**src/rtl/riscv_pkg.sv**
```systemverilog
// RV32I encoding constants shared by the instruction encoder and the control unit decode.
package riscv_pkg;

  localparam logic [6:0]  OPC_OPIMM  = 7'b0010011;
  localparam logic [6:0]  OPC_BRANCH = 7'b1100011;
  localparam logic [2:0]  F3_ADDI    = 3'b000;
  localparam logic [2:0]  F3_BNE     = 3'b001;
  localparam logic [31:0] NOP_WORD   = 32'h00000013;

  typedef enum logic [1:0] {
    ENC_NOP  = 2'b00,
    ENC_ADDI = 2'b01,
    ENC_BNE  = 2'b10,
    ENC_RSVD = 2'b11
  } enc_op_t;

endpackage

```
**src/rtl/instr_fifo.sv**
```systemverilog
// Synchronous FIFO buffering encoded instruction words; the head reads as zero when empty.
module instr_fifo #(
  parameter int WIDTH = 32,
  parameter int DEPTH = 4,
  localparam int AW = $clog2(DEPTH)
) (
  input  logic             clk,
  input  logic             rst_n,
  input  logic             push,
  input  logic [WIDTH-1:0] din,
  input  logic             pop,
  output logic [WIDTH-1:0] dout,
  output logic             full,
  output logic             empty,
  output logic [AW:0]      count
);

  logic [WIDTH-1:0] mem [DEPTH];
  logic [AW-1:0]    wr_ptr;
  logic [AW-1:0]    rd_ptr;

  assign full  = (count == (AW+1)'(DEPTH));
  assign empty = (count == '0);
  assign dout  = empty ? '0 : mem[rd_ptr];

  // Pointers wrap naturally because DEPTH is a power of two.
  always_ff @(posedge clk or negedge rst_n) begin
    if (!rst_n) begin
      wr_ptr <= '0;
      rd_ptr <= '0;
      count  <= '0;
      for (int i = 0; i < DEPTH; i++) mem[i] <= '0;
    end else begin
      if (push) begin
        mem[wr_ptr] <= din;
        wr_ptr      <= wr_ptr + AW'(1);
      end
      if (pop) rd_ptr <= rd_ptr + AW'(1);
      case ({push, pop})
        2'b10:   count <= count + (AW+1)'(1);
        2'b01:   count <= count - (AW+1)'(1);
        default: count <= count;
      endcase
    end
  end

endmodule

```
**src/rtl/instr_encoder.sv**
```systemverilog
// Encodes NOP/ADDI/BNE micro-op requests into RV32I words and streams them with byte addresses.
module instr_encoder
  import riscv_pkg::*;
#(
  parameter int DATA_WIDTH = 32,
  parameter int ADDR_WIDTH = 8,
  parameter int FIFO_DEPTH = 4
) (
  input  logic                        clk,
  input  logic                        rst_n,
  input  logic                        in_valid,
  output logic                        in_ready,
  input  logic [1:0]                  op,
  input  logic [4:0]                  rd,
  input  logic [4:0]                  rs1,
  input  logic [4:0]                  rs2,
  input  logic [12:0]                 imm,
  input  logic                        err_clr,
  output logic                        out_valid,
  input  logic                        out_ready,
  output logic [DATA_WIDTH-1:0]       out_instr,
  output logic [ADDR_WIDTH-1:0]       out_addr,
  output logic [$clog2(FIFO_DEPTH):0] count,
  output logic                        err
);

  enc_op_t               op_e;
  logic                  legal;
  logic [DATA_WIDTH-1:0] word;
  logic                  full;
  logic                  empty;
  logic                  accept;
  logic                  push;
  logic                  pop;

  assign op_e = enc_op_t'(op);

  // ADDI must fit in 12 bits signed; BNE offsets must be halfword aligned.
  always_comb begin
    legal = 1'b0;
    word  = '0;
    case (op_e)
      ENC_NOP: begin
        legal = 1'b1;
        word  = NOP_WORD;
      end
      ENC_ADDI: begin
        legal = (imm[12] == imm[11]);
        word  = {imm[11:0], rs1, F3_ADDI, rd, OPC_OPIMM};
      end
      ENC_BNE: begin
        legal = !imm[0];
        word  = {imm[12], imm[10:5], rs2, rs1, F3_BNE, imm[4:1], imm[11], OPC_BRANCH};
      end
      default: begin
        legal = 1'b0;
        word  = '0;
      end
    endcase
  end

  assign in_ready  = !full;
  assign accept    = in_valid && in_ready;
  assign push      = accept && legal;
  assign out_valid = !empty;
  assign pop       = out_valid && out_ready;

  instr_fifo #(
    .WIDTH(DATA_WIDTH),
    .DEPTH(FIFO_DEPTH)
  ) u_fifo (
    .clk   (clk),
    .rst_n (rst_n),
    .push  (push),
    .din   (word),
    .pop   (pop),
    .dout  (out_instr),
    .full  (full),
    .empty (empty),
    .count (count)
  );

  // A new illegal request outranks a simultaneous clear.
  always_ff @(posedge clk or negedge rst_n) begin
    if (!rst_n) begin
      err      <= 1'b0;
      out_addr <= '0;
    end else begin
      if (accept && !legal) err <= 1'b1;
      else if (err_clr)     err <= 1'b0;
      if (pop) out_addr <= out_addr + ADDR_WIDTH'(4);
    end
  end

endmodule

```
**config.mk**
```make
export PLATFORM = sky130hd
export DESIGN_NAME = instr_encoder
export DESIGN_NICKNAME = d
export VERILOG_FILES = /design/src/rtl/riscv_pkg.sv /design/src/rtl/instr_fifo.sv /design/src/rtl/instr_encoder.sv
export SDC_FILE = /design/constraint.sdc
export NUM_CORES = 1
export LEC_CHECK = 0
export BUFFER_PORTS_ARGS = -buffer_cell sky130_fd_sc_hd__buf_2
export CORE_ASPECT_RATIO = 0.7
export CORE_MARGIN = 8
export CORE_UTILIZATION = 60
export CTS_BUF_LIST = sky130_fd_sc_hd__clkbuf_4 sky130_fd_sc_hd__clkbuf_8 sky130_fd_sc_hd__clkbuf_16
export DETAILED_ROUTE_END_ITERATION = 12
export PLACE_DENSITY = 0.93
export SLEW_MARGIN = 20
export SYNTH_ARGS = -nofsm -noshare
export SYNTH_HDL_FRONTEND = slang
export SYNTH_SLANG_ARGS = --single-unit
export TNS_END_PERCENT = 20
```
**constraint.sdc**
```tcl
create_clock -name clk -period 5.1 [get_ports clk]
set_clock_uncertainty 0.15 [all_clocks]
set_input_delay 0.255 -clock clk [delete_from_list [all_inputs] [get_ports clk]]
set_output_delay 0.255 -clock clk [all_outputs]
set_load 0.02 [all_outputs]
```
## After elaboration in Yosys (flattened, before gate mapping)

Index checks and enable logic that the tools add are counted.

| word-level totals | value |
|---|---|
| logic and storage cells | 50 |
| flip-flop bits (word level) | 144 |

| cells by class | value |
|---|---|
| $lt $le $gt $ge | 3 |
| equal/unequal tests | 6 |
| bitwise gates (word level) | 2 |
| add/subtract/negate cells | 5 |
| mux-type cells | 12 |
| reductions and logical operators | 13 |

Operators by type and width:

| operator | number |
|---|---|
| bitwise mux 128 bit | 1 |
| two-way mux 32 bit | 4 |
| case mux 32 bit (3 select lines) | 1 |
| binary-select mux 32 bit (select 2 bit) | 1 |
| demux 32 bit (select 2 bit) | 1 |
| adder 8 x 3 -> 8 bit, second input constant | 1 |
| >= comparator 3 bit, second input constant | 2 |
| NOT 2 -> 3 bit | 2 |
| case mux 3 bit (2 select lines) | 1 |
| logical AND 1 bit | 5 |
| adder 2 x 1 -> 2 bit, second input constant | 2 |
| == test 2 x 1 -> 1 bit, second input constant | 2 |
| == test 2 bit, second input constant | 2 |
| logical NOT 1 bit | 4 |
| nonzero test 2 bit | 2 |
| adder 3 x 1 -> 3 bit, second input constant | 1 |
| == test 3 bit, second input constant | 1 |
| logical NOT 3 bit | 1 |
| < comparator 3 x 1 -> 1 bit, second input constant | 1 |
| case mux 1 bit (3 select lines) | 1 |
| subtractor 3 x 1 -> 3 bit, second input constant | 1 |
| logical NOT 2 bit | 1 |
| two-way mux 1 bit | 2 |
| == test 1 bit | 1 |

## Logic depth before layout (Yosys ltp)

Gate-level depths: netlist of the first run.

| logic depth | value |
|---|---|
| word-level depth | 6 |
| gate-level depth with buffers | 9 |

## Cells and area by module

From an unflattened synthesis of the first run, not the netlist that was laid out.

| second synthesis, totals | value |
|---|---|
| cell total of the unflattened synthesis | 442 |
| area total of the unflattened synthesis | 6721.4 um^2 |

By module, submodules not included:

| module | instances | area an instance (um^2) | cells an instance | sequential area each (um^2) |
|---|---|---|---|---|
| instr_fifo | 1 | 6124.6 | 380 | 3378.2 |
| instr_encoder | 1 | 596.8 | 62 | 175.2 |

## Worst setup path after synthesis of the first run

OpenSTA, ideal clock, no wires.

| path | value |
|---|---|
| path type | flip-flop to flip-flop |
| from | register u_fifo.count[0] |
| to | register u_fifo.count[2] |
| arrival time | 2144 ps |
| period minus slack after synthesis | 2426 ps |
| cell stages (with the launch flop) | 10 |
| path slack | 2674 ps |
| data required time | 4818 ps |
| cell sequence | dfrtp_1 -> nor3_1 -> nor2b_1 -> clkbuf_1 -> ha_1 -> inv_1 -> fa_1 -> xor2_1 -> nor2_1 -> xor2_1 |

RTL lines:

| element | RTL line | text |
|---|---|---|
| from (decl) | instr_fifo.sv:15 | `output logic [AW:0] count` |
| from (signal assigned) | instr_fifo.sv:40 | `2'b10: count <= count + (AW+1)'(1);` |
| from (signal assigned) | instr_fifo.sv:41 | `2'b01: count <= count - (AW+1)'(1);` |
| from (signal assigned) | instr_fifo.sv:42 | `default: count <= count;` |
| logical NOT 3 bit * | instr_fifo.sv:23 | `assign empty = (count == '0);` |
| logical NOT 1 bit * | instr_encoder.sv:65 | `assign out_valid = !empty;` |
| logical AND 1 bit * | instr_encoder.sv:66 | `assign pop = out_valid && out_ready;` |
| named net pop | instr_encoder.sv:34 | `logic pop;` |
| == test 2 x 1 -> 1 bit or == test 2 bit (tied branches) | instr_fifo.sv:39 | `case ({push, pop})` |
| case mux 3 bit (2 select lines) or nonzero test 2 bit (tied branches) | - |  |

The timed path passes the listed nets; every way through them passes the cells marked *.
A chain may end at the register's enable or synchronous reset.

## Final worst setup path of the first run

| path | value |
|---|---|
| from | register u_fifo.count[0] |
| to | register u_fifo.count[2] |

| between the ends | value |
|---|---|
| longest elaborated chain between the ends | 6 |

Ends and longest elaborated chain:

| element | RTL line | text |
|---|---|---|
| == test 3 bit | instr_fifo.sv:22 | `assign full = (count == (AW+1)'(DEPTH));` |
| logical NOT 1 bit | instr_encoder.sv:62 | `assign in_ready = !full;` |
| logical AND 1 bit | instr_encoder.sv:63 | `assign accept = in_valid && in_ready;` |
| logical AND 1 bit | instr_encoder.sv:64 | `assign push = accept && legal;` |
| == test 2 x 1 -> 1 bit or == test 2 bit (tied branches) | instr_fifo.sv:39 |  |
| case mux 3 bit (2 select lines) or nonzero test 2 bit (tied branches) | - |  |

Several ways; a longest one is shown, not always the timed one.

==> metrics.cfg, run 1 <==
[run_status]
outcome=complete, no violations

[floorplan]
core-area_sq_mm=0.00896
io-pin-count=81
rows=29
die_h_um=95.9
start_util_pct=61.1
dieArea_sq_mm=0.0125
die-width_um=130

[pwr]
leakage_nw=3.13
p_seq_share_pct=36.0
worst_ir_drop_vdd_v=0.000295
clkPwrFrac_pct=26.9
power.share.switching_pct=34.3
intPower_mw=2.99
pwr_density_cell_mw_per_mm2=701
pwr-share-comb_pct=37.2
power.switching_mw=1.56

[yosys]
synth_top_family_by_area=multiplexers
muxShareOfSynthArea_pct=30.2
synth_edf_count=0
syn_area_sq_mm=0.00548
yosysUniqueCellTypes=32
ys_seq_area_share_pct=52.1
synth_compound_area_share_pct=2.83
ys_async_sr_fraction_pct=100
synth-seq-cells=114
ys.warnings.count=0
synthSimpleGateAreaFrac_pct=6.58
synthAdderAreaFrac_pct=1.74
synth_ff_type=dfrtp_1
synth_cells=373
syn_area_per_cell_sq_um=14.7
synth_xor_area_share_pct=1.92

[critical_path]
cp.required_ns=5.28
worst_setup_path_end_kind=flop
arrival_ns=2.96
start_kind=flop
worst-path-max-fanout=27
crit_type=flop to flop

[sta]
hold_viol=0
worst_pin_slew_ns=0.967
fmax_ghz=0.359
setup_violations=0
slew_viol_final=0
slew-limit-headroom_pct=35.4
layout_min_cycle_time_ns=2.79
rsz0062_at_grt=false
setup_tns_ns=0
fin_crit_sh_pct=54.6

[global_route]
grt_pass1_vias=3787
grt_max_degree=72
antenna_found_initial=0
globalRouteOverflowTotal=0
grt_util_all_layers_pct=22.1
grt_pass1_wl_um=20500

[routing]
wire_per_inst_um=21.7
drc=0
finalWirelength_um=12700
first_pass_iters=4
vias_per_cell=5.79
vias=3379
antenna_left=0
drt_first_iter_violations=275

[layout]
layout_commonest_cell=dfrtp_1
n_antenna_cell=0
nNetsFinal=490
areaGrowthSynthToFinish_pct=18.4
drive_gt1_share_pct=51.3
multi_input_area_sq_mm=0.00240
fillers=572
post-route-util_pct=72.4
layout_common_cells=dfrtp_1, mux2_2, buf_2
ff_latch_area_sq_mm=0.00285

[clock_network]
cts_buffers=17
clock_sinks=114
clock-root-buffer=clkbuf_16
clk_pin_slew_worst_paths_ns=0.05
h-tree-depth=4
cts-resized-gates=0
clockBufferDepth=2
clock_latency_ns=0.41
tritoncts=built

[hold_path]
hold_class=primary input to flop

[placement]
dp_hpwl_um=7980
place.gp.congestion=0.759
numPortBuffers=74

[run]
maxCapViolCount=0

[layout make-up]
cell class	instances	share of cell area, %
inverters	11	0.637
clock buffers	22	7.43
multi-input cells	224	37.0
flip-flops and latches	114	44.0
repair buffers	80	6.56
well taps	124	2.39
clock inverters	9	2.01
[worst max-delay path, stage by stage (launching register included)]
cell     delay [ns]
dfrtp_1        0.43
nor3_2         0.07
buf_4          0.24
nor2b_1        0.60
ha_1           0.31
inv_1          0.06
fa_1           0.37
xor2_1         0.15
nor2_1         0.13
xor2_1         0.18
[state kept, by name (all words and copies together) (netlist names)]
signal	cells
u_fifo.wr_ptr	2
u_fifo.count	3
u_fifo.mem	100
u_fifo.rd_ptr	2
err	1
out_addr	6
[power by group through the flow]
stage	Clock (mW)	Sequential, mW	Combinational (mW)
5_1_grt	1.27	1.70	1.81
4_1_cts	1.23	1.63	1.71
3_5_place_dp	0	1.63	1.69
2_1_floorplan	0	1.51	1.32
6_report	1.22	1.64	1.69
3_3_place_gp	0	1.59	1.63
[cells by family (layout without fill, tap and decap cells)]
| family | after synthesis | count (layout) |
|---|---|---|
| XOR/XNOR | 12 | 12 |
| AO/OA/AOI/OAI | 17 | 17 |
| other | 1 | 6 |
| flip-flops | 114 | 114 |
| multiplexers | 122 | 122 |
| AND/OR/NAND/NOR | 60 | 60 |
| adder cells (fa/ha/maj) | 7 | 7 |
| buffers and inverters | 40 | 122 |
[metal layers]
layer / vias up / global-route usage (%) / routed length, um / part of all wire (%)
li1: 1471 / - / - / -
met1: 1764 / 26.5 / 5200 / 41
met2: 118 / 37.4 / 6460 / 51
met3: 26 / 6.92 / 746 / 5.9
met4: 0 / 8.08 / 255 / 2.0
met5: - / 0 / 0 / 0
[path summary, 6_finish.rpt]
path,from,end,slack [ns],cells past startpoint
max,u_fifo.count[0]$_DFFE_PN0P_,u_fifo.count[2]$_DFFE_PN0P_,2.31,9
min,in_valid,err$_DFFE_PN0P_,0.11,3
max reg2reg,u_fifo.count[0]$_DFFE_PN0P_,u_fifo.count[2]$_DFFE_PN0P_,2.31,9
min reg2reg,out_addr[7]$_DFFE_PN0P_,out_addr[7]$_DFFE_PN0P_,0.33,1
max in group asynchronous,rst_n,u_fifo.mem[97]$_DFFE_PN0P_,3.30,3
min in group asynchronous,rst_n,u_fifo.wr_ptr[0]$_DFFE_PN0P_,0.37,2
[through the flow]
stage / worst slack [ns] / instances / hold WS (ns) / instance area (sq um) / power (mW)
2_1_floorplan: 2.67 / 378 / -0.191 / 5490 / 2.83
3_3_place_gp: 2.53 / 550 / 0.267 / 5840 / 3.22
3_5_place_dp: 2.39 / 550 / 0.284 / 5840 / 3.32
4_1_cts: 2.26 / 584 / 0.0939 / 6480 / 4.58
5_1_grt: 2.15 / 584 / 0.106 / 6480 / 4.78
6_report: 2.31 / 584 / 0.107 / 6480 / 4.55
[timing repair]
action / CTS / global route
endpoints found under the hold margin: 72 / 0
setup buffers: 0 / 0
hold buffers: 3 / 0
[cells in the mapped netlist, types with 2 or more instances]
master / number / area, sq um
nand4_1: 2 / 12.5
a22o_1: 11 / 96.3
inv_1: 11 / 41.3
nand2_1: 5 / 18.8
nand2_2: 4 / 25.0
mux4_2: 25 / 563
nor2b_1: 28 / 175
nand2b_1: 6 / 37.5
clkbuf_1: 9 / 33.8
o21ai_0: 2 / 10.0
ha_1: 6 / 75.1
dfrtp_1: 114 / 2850
mux2_2: 96 / 1080
buf_6: 7 / 78.8
buf_4: 9 / 67.6
xor2_1: 5 / 43.8
xnor2_1: 7 / 61.3
buf_2: 2 / 10.0
and2_1: 11 / 68.8
No activity file was read; power rests on OpenSTA's default activity.
==> run 2: changes to the inputs <==
Settings changed: ABC_AREA from default to 1, CORE_UTILIZATION 60 to 58, PLACE_DENSITY 0.93 to 0.9.
Clock period 5.1 ns to 2.7 ns, I/O delays scaled along.
==> metrics.cfg, run 2 <==
[routing]
first_pass_iters=5  ; was 4
drt_first_iter_violations=736  ; was 275
finalWirelength_um=17500  ; was 12700 um
wire_per_inst_um=17.5  ; was 21.7 um
vias_per_cell=5.87  ; was 5.79
drc=0  ; unchanged
antenna_left=0  ; unchanged
vias=5898  ; was 3379

[global_route]
grt_util_all_layers_pct=26.2  ; was 22.1%
antenna_found_initial=0  ; unchanged
grt_pass1_vias=5664  ; was 3787
grt_pass1_wl_um=28400  ; was 20500 um
use_met3_pct=7.02  ; was 6.92%
grtUsageMet1_pct=34.1  ; was 26.5%
grt_max_degree=82  ; was 72
globalRouteOverflowTotal=0  ; unchanged
gr-max-usage-layer=met2  ; unchanged
use_met2_pct=41.5  ; was 37.4%

[yosys]
synth_top_area_share_pct=47.6  ; was 52.1%
ys.warnings.count=0  ; unchanged
synth_commonest_cells=nand2_1, dfrtp_1, nor2_1, nand4_1, o21ai_0  ; was dfrtp_1, mux2_2, nor2b_1, mux4_2
synth_ff_type=dfrtp_1  ; unchanged
ys_async_sr_fraction_pct=100  ; unchanged
synth-seq-cells=114  ; unchanged
synth_cells=798  ; was 373
post-synth-top-count-cell=nand2_1  ; was dfrtp_1
syn_area_per_cell_sq_um=7.52  ; was 14.7 sq um
yosysUniqueCellTypes=24  ; was 32
ys_seq_area_share_pct=47.6  ; was 52.1%
synthSimpleGateAreaFrac_pct=34.4  ; was 6.58%
synth_xor_area_share_pct=1.02  ; was 1.92%
synth_area_leaders=dfrtp_1, nand2_1, nand4_1  ; was dfrtp_1, mux2_2, mux4_2
synth_compound_area_share_pct=7.03  ; was 2.83%
yosys.area.top_type=dfrtp_1  ; unchanged
synthAdderAreaFrac_pct=1.59  ; was 1.74%
muxShareOfSynthArea_pct=0  ; was 30.2%
syn_area_sq_mm=0.00600  ; was 0.00548 sq mm
synth_edf_count=0  ; unchanged
synth_top_family_by_area=simple AND/OR/NAND/NOR gates  ; was multiplexers

[clock_network]
clockBufferDepth=2  ; unchanged
clock_sinks=114  ; unchanged
clock_latency_ns=0.41  ; about the same
tritoncts=built  ; unchanged
cts_buffers=17  ; unchanged
postCtsSetupRepairBufs=0  ; unchanged
h-tree-depth=4  ; unchanged
clk_pin_slew_worst_paths_ns=0.05  ; about the same
clock-root-buffer=clkbuf_16  ; unchanged

[placement]
dp_hpwl_um=10300  ; was 7980 um
place.gp.congestion=0.829  ; was 0.759
numPortBuffers=74  ; unchanged
place_inst=961  ; was 550

[sta]
worst_pin_slew_ns=0.829  ; was 0.967 ns
fin_crit_sh_pct=91.3
layout_min_cycle_time_ns=2.47
rsz0062_at_grt=false  ; unchanged
slew_viol_final=0  ; unchanged
hold_viol=0  ; unchanged
setup_violations=0  ; unchanged
setup_tns_ns=0  ; unchanged
fmax_ghz=0.406
slew-limit-headroom_pct=44.7  ; was 35.4%

[pwr]
power.share.switching_pct=44.4  ; was 34.3%
pwr-share-comb_pct=44.9  ; was 37.2%
power.switching_mw=4.01  ; was 1.56 mW
p_seq_share_pct=32.1  ; was 36.0%
pwr_density_cell_mw_per_mm2=1280  ; was 701 mW/mm^2
worst_ir_drop_vdd_v=0.000936  ; was 0.000295 V
power_mw=9.04  ; was 4.55 mW
clkPwrFrac_pct=23.0  ; was 26.9%
intPower_mw=5.02  ; was 2.99 mW
leakage_nw=3.81  ; was 3.13 nW

[layout]
largestRegisters=u_fifo.mem: 100 flops, out_addr: 6 flops, u_fifo.count: 3 flops  ; unchanged
regMostFlops=u_fifo.mem  ; unchanged
drive_gt1_share_pct=15.4  ; was 51.3%
finalNonFillerCells=1004  ; was 584
largest_register_ffs=100  ; unchanged
areaGrowthSynthToFinish_pct=18.0  ; was 18.4%
layout_commonest_cell=nand2_1  ; was dfrtp_1
nNetsFinal=904  ; was 490
fillers=782  ; was 572
layout_common_cells=nand2_1, dfrtp_1, nor2_1  ; was dfrtp_1, mux2_2, buf_2
n_antenna_cell=0  ; unchanged

[run]
maxCapViolCount=0  ; unchanged

[critical_path]
reg2regPathDepth=8  ; was 9
r2r_setup_slack_ns=0.26  ; was 2.31 ns
worst-path-max-fanout=25  ; was 27
critPathLaunch=u_fifo.rd_ptr[1]$_DFFE_PN0P_  ; was u_fifo.count[0]$_DFFE_PN0P_
crit_end=out_instr[4]  ; was u_fifo.count[2]$_DFFE_PN0P_
cp.required_ns=2.41  ; was 5.28 ns
reg2reg_to=u_fifo.count[1]$_DFFE_PN0P_  ; was u_fifo.count[2]$_DFFE_PN0P_
start_kind=flop  ; unchanged
arrival_ns=2.18  ; was 2.96 ns
worst_setup_path_end_kind=output port  ; was flop
r2r-start=u_fifo.count[0]$_DFFE_PN0P_  ; unchanged
crit_type=flop to output port  ; was flop to flop

[floorplan]
core-area_sq_mm=0.0102  ; was 0.00896 sq mm
start_util_pct=58.8  ; was 61.1%
die-width_um=138  ; was 130 um
die_h_um=101  ; was 95.9 um
dieArea_sq_mm=0.0139  ; was 0.0125 sq mm
rows=31  ; was 29
io-pin-count=81  ; unchanged

[hold_path]
hold_class=primary input to flop  ; unchanged

[run_status]
outcome=complete, no violations  ; unchanged

[run 2: through the flow]
step                      worst slack [ns]  cell area, sq um  utilization (%)  hold WS, ns
final                                0.234              7080             69.4      0.00678
after floorplan                      0.281              6020                -       -0.311
after CTS                            0.233              7070             69.3      0.00128
after global placement               0.487              6390             62.6      0.00722
after global routing                 0.109              7080             69.4       0.0387
after detailed placement             0.313              6390             62.6       0.0130
[run 2: power by group through the flow]
stage | Combinational (mW) | Sequential (mW) | Clock, mW
6_report | 4.06 | 2.90 | 2.08
3_5_place_dp | 3.96 | 2.87 | 0
5_1_grt | 4.47 | 2.97 | 2.17
4_1_cts | 4.03 | 2.87 | 2.09
3_3_place_gp | 3.89 | 2.84 | 0
2_1_floorplan | 2.77 | 2.83 | 0
[run 2: logic make-up (layout without fill, tap and decap cells)]
| kind of cell | Yosys count | count (layout) |
|---|---|---|
| fa+ha+maj | 7 | 7 |
| other cells | 1 | 6 |
| compound gates | 83 | 83 |
| simple gates | 480 | 480 |
| xor+xnor | 7 | 7 |
| flops | 114 | 114 |
| buf+inv | 106 | 175 |
[run 2: area by class of cell]
| cell class | count | area [sq um] | area share, % |
|---|---|---|---|
| flip-flops and latches | 114 | 2850 | 40.3 |
| repair buffers | 112 | 706 | 9.97 |
| multi-input cells | 583 | 2680 | 37.8 |
| clock inverters | 6 | 57.6 | 0.813 |
| clock buffers | 23 | 489 | 6.91 |
| inverters | 34 | 128 | 1.80 |
| well taps | 132 | 165 | 2.33 |
[run 2: repair_timing]
action | in CTS | in global routing
endpoints found under the setup margin | 0 | 1
hold endpoints to repair | 94 | 0
hold buffers | 14 | 0
gates resized for setup | 0 | 1
[run 2: worst min path at each step]
| stage | startpoint | cells after the start | end | slack (ns) |
|---|---|---|---|---|
| floorplan | rst_n | 0 | err$_DFFE_PN0P_ | -0.31 |
| CTS | out_ready | 4 | out_addr[6]$_DFFE_PN0P_ | 0.001 |
| finish | out_ready | 4 | out_addr[6]$_DFFE_PN0P_ | 0.007 |
| detailed placement | rst_n | 1 | u_fifo.mem[65]$_DFFE_PN0P_ | 0.01 |
| global placement | rst_n | 1 | u_fifo.mem[97]$_DFFE_PN0P_ | 0.007 |
| global route | rd[2] | 5 | u_fifo.mem[9]$_DFFE_PN0P_ | 0.04 |
[run 2: critical path, cell delays in order, from the launching register on]
cell and delay (ns):
dfrtp_1 0.61, clkinv_1 0.12, buf_4 0.26, nor2_1 0.13, o21ai_0 0.09, a21oi_1 0.31
buf_2 0.23
[run 2: routing by layer]
layer / routed length (um) / up-vias
met1: 7180 / 2784
met5: 0 / -
met3: 1900 / 28
met2: 8220 / 352
met4: 237 / 0
li1: - / 2734
